File: src/rtl/phase_diff_avg_pkg.sv
// Shared types, default widths and wrap-safe phase helpers for phase_diff_averager.
package phase_diff_avg_pkg;

  typedef enum logic {S_FIRST, S_ACC} state_t;

  localparam int PH_WIDTH_DEF   = 32;
  localparam int AVG_LOG2_DEF   = 4;
  localparam int MAX_FRAMES_DEF = 64;
  localparam int SUM_WIDTH      = PH_WIDTH_DEF + AVG_LOG2_DEF;
  localparam int CNT_WIDTH      = $clog2(MAX_FRAMES_DEF + 1);
  localparam int WRAP_MAX       = 64;

  function automatic int sum_width(input int ph_w, input int avg_log2);
    return ph_w + avg_log2;
  endfunction

  function automatic int cnt_width(input int max_frames);
    return $clog2(max_frames + 1);
  endfunction

  // Difference a-b taken modulo 2^ph_w, returned sign-extended to WRAP_MAX bits.
  function automatic logic signed [WRAP_MAX-1:0] wrap_sub(input logic [WRAP_MAX-1:0] a,
                                                         input logic [WRAP_MAX-1:0] b,
                                                         input int                  ph_w);
    logic [WRAP_MAX-1:0] diff;
    diff = (a - b) << (WRAP_MAX - ph_w);
    return $signed(diff) >>> (WRAP_MAX - ph_w);
  endfunction

endpackage

File: src/rtl/phase_diff_averager.sv
// Magnitude-gated, wrap-safe block averager of phase differences; one result
// (or timeout error) per block of accepted frames.
module phase_diff_averager
  import phase_diff_avg_pkg::*;
#(
  parameter int PH_WIDTH   = 32,
  parameter int MAG_WIDTH  = 32,
  parameter int AVG_LOG2   = 4,
  parameter int MAX_FRAMES = 64
) (
  input  logic                                clk,
  input  logic                                rst,
  input  logic                                i_vld,
  input  logic [PH_WIDTH-1:0]                 delta_ph,
  input  logic [MAG_WIDTH-1:0]                mag,
  input  logic [MAG_WIDTH-1:0]                mag_thr,
  input  logic                                clr,
  output logic                                o_vld,
  output logic [PH_WIDTH-1:0]                 ph_avg,
  output logic                                o_err,
  output logic [$clog2(MAX_FRAMES+1)-1:0]     n_rej
);

  localparam int SUM_W = sum_width(PH_WIDTH, AVG_LOG2);
  localparam int CNT_W = cnt_width(MAX_FRAMES);
  localparam int ACC_W = AVG_LOG2 + 1;
  localparam logic [ACC_W-1:0]        ACC_LAST = ACC_W'((1 << AVG_LOG2) - 1);
  localparam logic [CNT_W-1:0]        FRM_LAST = CNT_W'(MAX_FRAMES - 1);
  localparam logic signed [SUM_W-1:0] HALF     = SUM_W'(longint'(1) << (AVG_LOG2 - 1));

  state_t                    r_state;
  state_t                    w_state_nxt;
  logic [PH_WIDTH-1:0]       r_ref;
  logic signed [SUM_W-1:0]   r_sum;
  logic [ACC_W-1:0]          r_acc_cnt;
  logic [CNT_W-1:0]          r_frm_cnt;
  logic [CNT_W-1:0]          r_rej_cnt;

  logic                      r_o_vld;
  logic [PH_WIDTH-1:0]       r_ph_avg;
  logic                      r_o_err;
  logic [CNT_W-1:0]          r_n_rej;

  logic                      w_accept;
  logic                      w_reject;
  logic                      w_complete;
  logic                      w_timeout;
  logic [CNT_W-1:0]          w_rej_nxt;
  logic signed [SUM_W-1:0]   w_d;
  logic signed [SUM_W-1:0]   w_sum_nxt;
  logic signed [SUM_W-1:0]   w_rnd;
  logic [PH_WIDTH-1:0]       w_avg;

  always_comb begin
    // NOTE: every variable gets a default first so no path can leave one unassigned and infer a latch.
    w_state_nxt = r_state;
    w_accept    = i_vld && (mag >= mag_thr);
    w_reject    = i_vld && !w_accept;
    w_rej_nxt   = r_rej_cnt + CNT_W'(w_reject);
    w_d         = SUM_W'(wrap_sub(64'(delta_ph), 64'(r_ref), PH_WIDTH));
    w_sum_nxt   = r_sum + w_d;
    // Round half up: add half an LSB of the result, then arithmetic shift.
    w_rnd       = (w_sum_nxt + HALF) >>> AVG_LOG2;
    w_avg       = r_ref + PH_WIDTH'(w_rnd);
    w_complete  = w_accept && (r_state == S_ACC) && (r_acc_cnt == ACC_LAST);
    w_timeout   = i_vld && (r_frm_cnt == FRM_LAST) && !w_complete;

    if (clr || w_complete || w_timeout) begin
      w_state_nxt = S_FIRST;
    end else if (w_accept && (r_state == S_FIRST)) begin
      w_state_nxt = S_ACC;
    end
  end

  // NOTE: sequential state uses non-blocking assignments so every register samples pre-edge values.
  always_ff @(posedge clk) begin
    if (rst) begin
      r_state   <= S_FIRST;
      r_ref     <= '0;
      r_sum     <= '0;
      r_acc_cnt <= '0;
      r_frm_cnt <= '0;
      r_rej_cnt <= '0;
      r_o_vld   <= 1'b0;
      r_ph_avg  <= '0;
      r_o_err   <= 1'b0;
      r_n_rej   <= '0;
    end else begin
      r_state <= w_state_nxt;
      r_o_vld <= 1'b0;
      if (clr || w_complete || w_timeout) begin
        // The ending frame and a clr both start a fresh block on this edge.
        r_ref     <= '0;
        r_sum     <= '0;
        r_acc_cnt <= '0;
        r_frm_cnt <= '0;
        r_rej_cnt <= '0;
        if (!clr) begin
          r_o_vld  <= 1'b1;
          r_o_err  <= w_timeout;
          r_ph_avg <= w_complete ? w_avg : '0;
          r_n_rej  <= w_rej_nxt;
        end
      end else if (i_vld) begin
        r_frm_cnt <= r_frm_cnt + 1'b1;
        r_rej_cnt <= w_rej_nxt;
        if (w_accept) begin
          r_acc_cnt <= r_acc_cnt + 1'b1;
          if (r_state == S_FIRST) begin
            r_ref <= delta_ph;
            r_sum <= '0;
          end else begin
            r_sum <= w_sum_nxt;
          end
        end
      end
    end
  end

  assign o_vld  = r_o_vld;
  assign ph_avg = r_ph_avg;
  assign o_err  = r_o_err;
  assign n_rej  = r_n_rej;

endmodule

File: config.mk
export PLATFORM = sky130hd
export DESIGN_NAME = phase_diff_averager
export DESIGN_NICKNAME = d
export VERILOG_FILES = /design/src/rtl/phase_diff_avg_pkg.sv /design/src/rtl/phase_diff_averager.sv
export SDC_FILE = /design/constraint.sdc
export NUM_CORES = 1
export LEC_CHECK = 0
export CAP_MARGIN = 20
export CORE_MARGIN = 2
export CORE_UTILIZATION = 55
export CTS_BUF_LIST = sky130_fd_sc_hd__clkbuf_2 sky130_fd_sc_hd__clkbuf_4 sky130_fd_sc_hd__clkbuf_8
export CTS_CLUSTER_SIZE = 28
export DETAILED_ROUTE_END_ITERATION = 8
export PLACE_DENSITY = 0.8
export RECOVER_POWER = 25
export SYNTH_ARGS = -nofsm -noshare
export SYNTH_HDL_FRONTEND = slang
export SYNTH_SLANG_ARGS = --single-unit
File: constraint.sdc
create_clock -name clk -period 9.15 [get_ports clk]
set_input_delay 1.3725 -clock clk [delete_from_list [all_inputs] [get_ports clk]]
set_output_delay 1.3725 -clock clk [all_outputs]
set_load 0.01 [all_outputs]
=== After elaboration in Yosys (flattened, before gate mapping) ===
Cells that the tools add are included.

* Register bits: 129
* Logic and storage cells: 42

* Eq/ne operators: 2
* Mux-type cells: 3
* Magnitude comparators: 1
* Add/sub/neg operators: 7
* Reduce and logical (&&, ||, !) cells: 16
* Bitwise operators: 3

{| class="wikitable"
|+ Operators by type and width
! operator !! number
|-
| 36-bit by 32-bit adder with 36-bit output || 1
|-
| 36-bit by 5-bit adder with 36-bit output (second input constant) || 1
|-
| 36-bit 2-to-1 mux || 1
|-
| 32-bit adder || 1
|-
| 32-bit >= comparator || 1
|-
| 32-bit 2-to-1 mux || 1
|-
| 32-bit subtractor || 1
|-
| 7-bit by 1-bit adder with 7-bit output || 1
|-
| 7-bit by 1-bit adder with 7-bit output (second input constant) || 1
|-
| 7-bit by 6-bit equality test with 1-bit output (second input constant) || 1
|-
| 1-bit logical AND || 7
|-
| 5-bit by 1-bit adder with 5-bit output (second input constant) || 1
|-
| 5-bit by 4-bit equality test with 1-bit output (second input constant) || 1
|-
| 2-bit AND reduction || 2
|-
| 2-bit OR reduction || 2
|-
| 1-bit inverter || 3
|-
| 3-bit AND reduction || 1
|-
| 1-bit logical NOT || 2
|-
| 1-bit logical OR || 2
|-
| 1-bit 2-to-1 mux || 1
|}

=== Logic depth before layout (Yosys ltp) ===
* Depth in word-level cells: 9
* Gate-level depth with buffers: 39
* Gate-level depth less buffers: 39

=== Worst setup path before layout ===
OpenSTA, ideal clock, no wires.

* Path kind: input port to flip-flop
* Start point: input delta_ph[0]
* End point: register r_ph_avg[31] (netlist: ph_avg[31])
* Library setup time: 0.070 ns
* Data arrival time: 7.819 ns
* Path buffers: 0
* Setup slack: 1.260 ns
* Stages: 36
* Cells stage by stage: inv_1 ha_1 fa_1 nor2b_1 o21ai_1 a21boi_0 o21ai_0 a21boi_1 o2111ai_1 a21oi_1 xor2_1 ha_1 and2_1 and3_1 a221oi_1 a21bo_2 a21boi_0 xnor2_1 nand4_1 nor2_2 nand3_1 xnor2_1 ha_1 a21o_1 a21oi_1 o21ai_0 a21o_1 a21oi_1 o31ai_1 nand4_1 nand4_1 a31oi_1 a21oi_1 xnor2_1 xnor3_1 o2bb2ai_1

* Longest elaborated chain between the ends: 5

{| class="wikitable"
|+ RTL lines
! item !! RTL line !! source
|-
| start, declared || phase_diff_averager.sv:14 || <nowiki>input logic [PH_WIDTH-1:0] delta_ph,</nowiki>
|-
| 32-bit subtractor || phase_diff_avg_pkg.sv:26 || <nowiki>diff = (a - b) << (WRAP_MAX - ph_w);</nowiki>
|-
| 36-bit by 32-bit adder with 36-bit output || phase_diff_averager.sv:61 || <nowiki>w_sum_nxt = r_sum + w_d;</nowiki>
|-
| 36-bit by 5-bit adder with 36-bit output || phase_diff_averager.sv:63 || <nowiki>w_rnd = (w_sum_nxt + HALF) >>> AVG_LOG2;</nowiki>
|-
| 32-bit adder || phase_diff_averager.sv:64 || <nowiki>w_avg = r_ref + PH_WIDTH'(w_rnd);</nowiki>
|-
| 32-bit 2-to-1 mux || phase_diff_averager.sv:101 || <nowiki>r_ph_avg <= w_complete ? w_avg : '0;</nowiki>
|-
| end signal, assigned || phase_diff_averager.sv:101 ||
|-
| end, declared || phase_diff_averager.sv:40 || <nowiki>logic [PH_WIDTH-1:0] r_ph_avg;</nowiki>
|}

No other way between the ends.
A chain may end at the register's enable or synchronous reset.

=== Worst setup path after layout ===
Ends and elaborated chain as after synthesis.

==> results by group <==
Route
  • Routed wire length: 26580 um
  • Final routed DRC violation total: 0
  • Pre-Repair DR Iteration Count: 5
  • Vias/cell: 5.621
  • Mean routed wirelength per cell: 15.21 um
  • Violation count after the first detailed-routing iteration: 543
  • DRT antenna net count: 0
  • Number of vias in the routed layout: 9825

Synth
  • Syn Area/Cell: 8.067 um2
  • Gate Count Post-Synth: 1331
  • Synthesized Nets: 1570
  • Flop and latch count out of synthesis: 129
  • Fraction of synthesis flops using an asynchronous set or reset pin: 0%
  • Number of warning messages in the yosys log: 0
  • Number of distinct library cells after synthesis: 75
  • Dominant register cell in the synthesized netlist: dfxtp_1
  • Netlist area before placement: 0.01074 mm2
  • Number of synthesized flops with an enable pin: 0
  • Sequential cell area fraction in the yosys report: 24.05%

STA
  • Min Clock Period, post-route: 8.614 ns
  • Period Utilization, post-route: 94.15%
  • Relative max-transition margin: 39.16%
  • Count of final hold-check violations: 0
  • Final count of negative-setup-slack endpoints: 0
  • Final-report max-slew violation count: 0
  • Achievable frequency: 116.1 MHz
  • Worst Max-Slew Pin Slew: 0.9126 ns
  • Skew final: 0.01606 ns

Worst setup path
  • Slowest cell on crit path: clkdlybuf4s50_1
  • Total buffers and inverters traversed by the critical path: 2
  • Crit start category: primary input
  • FF-to-FF path depth: 34
  • Crit end category: flip-flop
  • Critical Path RT: 9.54 ns
  • Max Fanout on Critical Path: 6
  • Number of stages on the worst setup path: 38
  • Kind of critical path: in2reg
  • Maximum single-stage delay on the critical path: 0.48 ns
  • Data arrival at the endpoint of the critical path: 9.00 ns
  • Cell family contributing the most delay on the critical path: compound AO/OA/AOI/OAI gates

Floorplan
  • Height of the die: 143.7 um
  • Core area: 0.01933 mm2
  • Die outline width: 143.7 um
  • Initial core utilization: 55.53%
  • I/O Pins: 141
  • Number of rows created at floorplan: 51
  • Die ar.: 0.02065 mm2

Global route
  • Overall fraction of global-route tracks in use: 25.98%
  • Pin count of the biggest net entering global routing: 81
  • Global-route wire length before repair: 43210 um
  • Number of antenna violations at the first check in global routing: 0
  • Remaining global-route overflow: 0
  • Via count of the first global-routing pass: 9184

Job
  • Maximum capacitance violations: 0

Clocking
  • Clock root buffer master: clkbuf_8
  • Clock Pin Slew Worst Setup and Hold Paths: 0.08 ns
  • Clock tree from TritonCTS: built
  • Clock latency reported for the late side of the worst-skew pair: 0.46 ns
  • Cts bufs inserted: 17
  • Clock buffer depth: 2
  • Count of H-tree levels built during CTS: 4
  • Total of hold buffers inserted after clock tree synthesis: 0
  • Clock net sink count: 129

Place
  • Number of buffer cells added on primary ports: 140
  • Half-perimeter wire length after placement: 20140 um
  • Instance count after placement with tap cells included: 1716
  • Last weighted congestion value of the routability-driven placer: 0.9333

Power
  • Static leakage power: 5.555 nW
  • Worst IR drop on VDD: 0.09353 mV
  • Final Total Pwr: 1.563 mW
  • Power density normalized to cell area: 121.6 mW/mm2

Layout
  • Share of final-layout standard cells stronger than drive strength 1: 5.732%
  • Number of standard cells in the layout, taps in and fillers out: 1748
  • Number of antenna repair diodes: 0
  • # nets final: 1711
  • Most common cell after layout, fill and taps aside: nor2_1
  • Number of filler cells placed in the layout: 1661
  • Most frequent cells in the layout: 139 x nor2_1, 136 x ha_1, 129 x dfxtp_1
  • Area growth from synthesis to layout: 19.72%

Worst hold path
  • Hold path cells: 2
  • Worst hold path type: reg2reg

Run status
  • Result of the run: complete, no violations
-- repair_timing --
item	CTS	global route
buffers inserted	0	2
gates resized for setup	0	7
setup endpoints to repair	0	3
-- path summary, 6_finish.rpt --
kind	startpoint	to	slack (ns)
worst max-delay path	delta_ph[0]	ph_avg[31]	0.54
worst min-delay path	r_frm_cnt[6]	r_frm_cnt[6]	0.45
worst max register to register	r_ref[2]	ph_avg[31]	1.60
worst min register to register	r_frm_cnt[6]	r_frm_cnt[6]	0.45
-- area by class of cell --
| cell class | instances | area, um2 | share of cell area (%) |
|---|---|---|---|
| clock buffer | 19 | 261.5 | 2.034 |
| clock inverter | 11 | 91.34 | 0.7106 |
| inverter | 90 | 337.8 | 2.628 |
| multi-input combinational | 1070 | 7667 | 59.65 |
| sequential | 129 | 2582 | 20.09 |
| tap | 265 | 331.6 | 2.580 |
| timing repair buffer | 164 | 1582 | 12.30 |
-- sequential cells by signal, summed over array words and instances, names as in the netlist --
register,count
ph_avg,32
o_err,1
r_frm_cnt,7
r_sum,36
r_state,1
n_rej,7
o_vld,1
r_rej_cnt,7
r_ref,32
r_acc_cnt,5
-- Yosys cell counts (4+ instances only) --
cell type	number	share of area (%)
nor3_1	12	0.56
dfxtp_1	129	24
o211ai_1	6	0.42
ha_1	136	16
and3_1	15	0.87
a31oi_1	8	0.47
nor2_1	141	4.9
o31ai_1	5	0.35
nand2_1	97	3.4
buf_2	7	0.33
o21a_1	13	0.91
o21ai_0	36	1.7
nand2b_1	18	1.0
mux2i_1	37	3.4
o21bai_1	9	0.63
inv_1	90	3.1
nor2b_1	18	1.0
a21o_1	51	3.6
a21oi_1	119	5.5
a22o_1	29	2.4
a21boi_0	9	0.63
or3_1	5	0.29
nand3_1	54	2.5
xor2_1	41	3.3
buf_6	4	0.42
xnor2_1	92	7.5
a211oi_1	13	0.91
and2_1	10	0.58
o21ai_1	4	0.19
clkbuf_1	29	1.0
nand4_1	27	1.6
-- routing by layer --
metal | up-vias | GRT usage, % | part of all wire, %
li1 | 4990 | - | -
met5 | - | 0 | 0
met4 | 0 | 8.204 | 2.1
met1 | 4555 | 33.56 | 47
met3 | 41 | 4.299 | 4.3
met2 | 239 | 44.29 | 47
-- cell families after synthesis --
logic type	synth area share, %
compound gates	21.64
buf+inv	4.976
flops	24.05
mux	3.450
xor+xnor	11.36
simple gates	18.11
fa+ha+maj	16.41
-- where the power goes --
part / switching [mW] / leakage, nW / internal, mW
sequential: 0.00433 / 1.04 / 0.566
combinational: 0.297 / 4.34 / 0.235
clock: 0.238 / 0.179 / 0.223
total: 0.539 / 5.55 / 1.02
-- worst reg2reg max path, delay by kind of cell, from the launching register on --
family	cells	cell delay, ns
AO/OA/AOI/OAI	16	3.21
AND/OR/NAND/NOR	8	1.40
XOR/XNOR	5	1.20
adder cells (fa/ha/maj)	3	1.07
flip-flops	1	0.37
buffers and inverters	2	0.23
-- through the flow --
| step | area, um2 | setup slack, ns | util (%) | setup TNS, ns | hold WS [ns] |
|---|---|---|---|---|---|
| 6_report | 12850 | 0.5357 | 66.48 | 0 | 0.4477 |
| 5_1_grt | 12850 | -0.06281 | 66.48 | -0.06281 | 0.4780 |
| 4_1_cts | 12800 | 0.4583 | 66.23 | 0 | 0.4469 |
| 2_1_floorplan | 10740 | 1.260 | - | 0 | 0.4223 |
| 3_5_place_dp | 12450 | -0.001460 | 64.40 | -0.001460 | 0.4338 |
| 3_3_place_gp | 12450 | 0.2878 | 64.40 | 0 | 0.4309 |
Power figures use the tool's default switching activity.
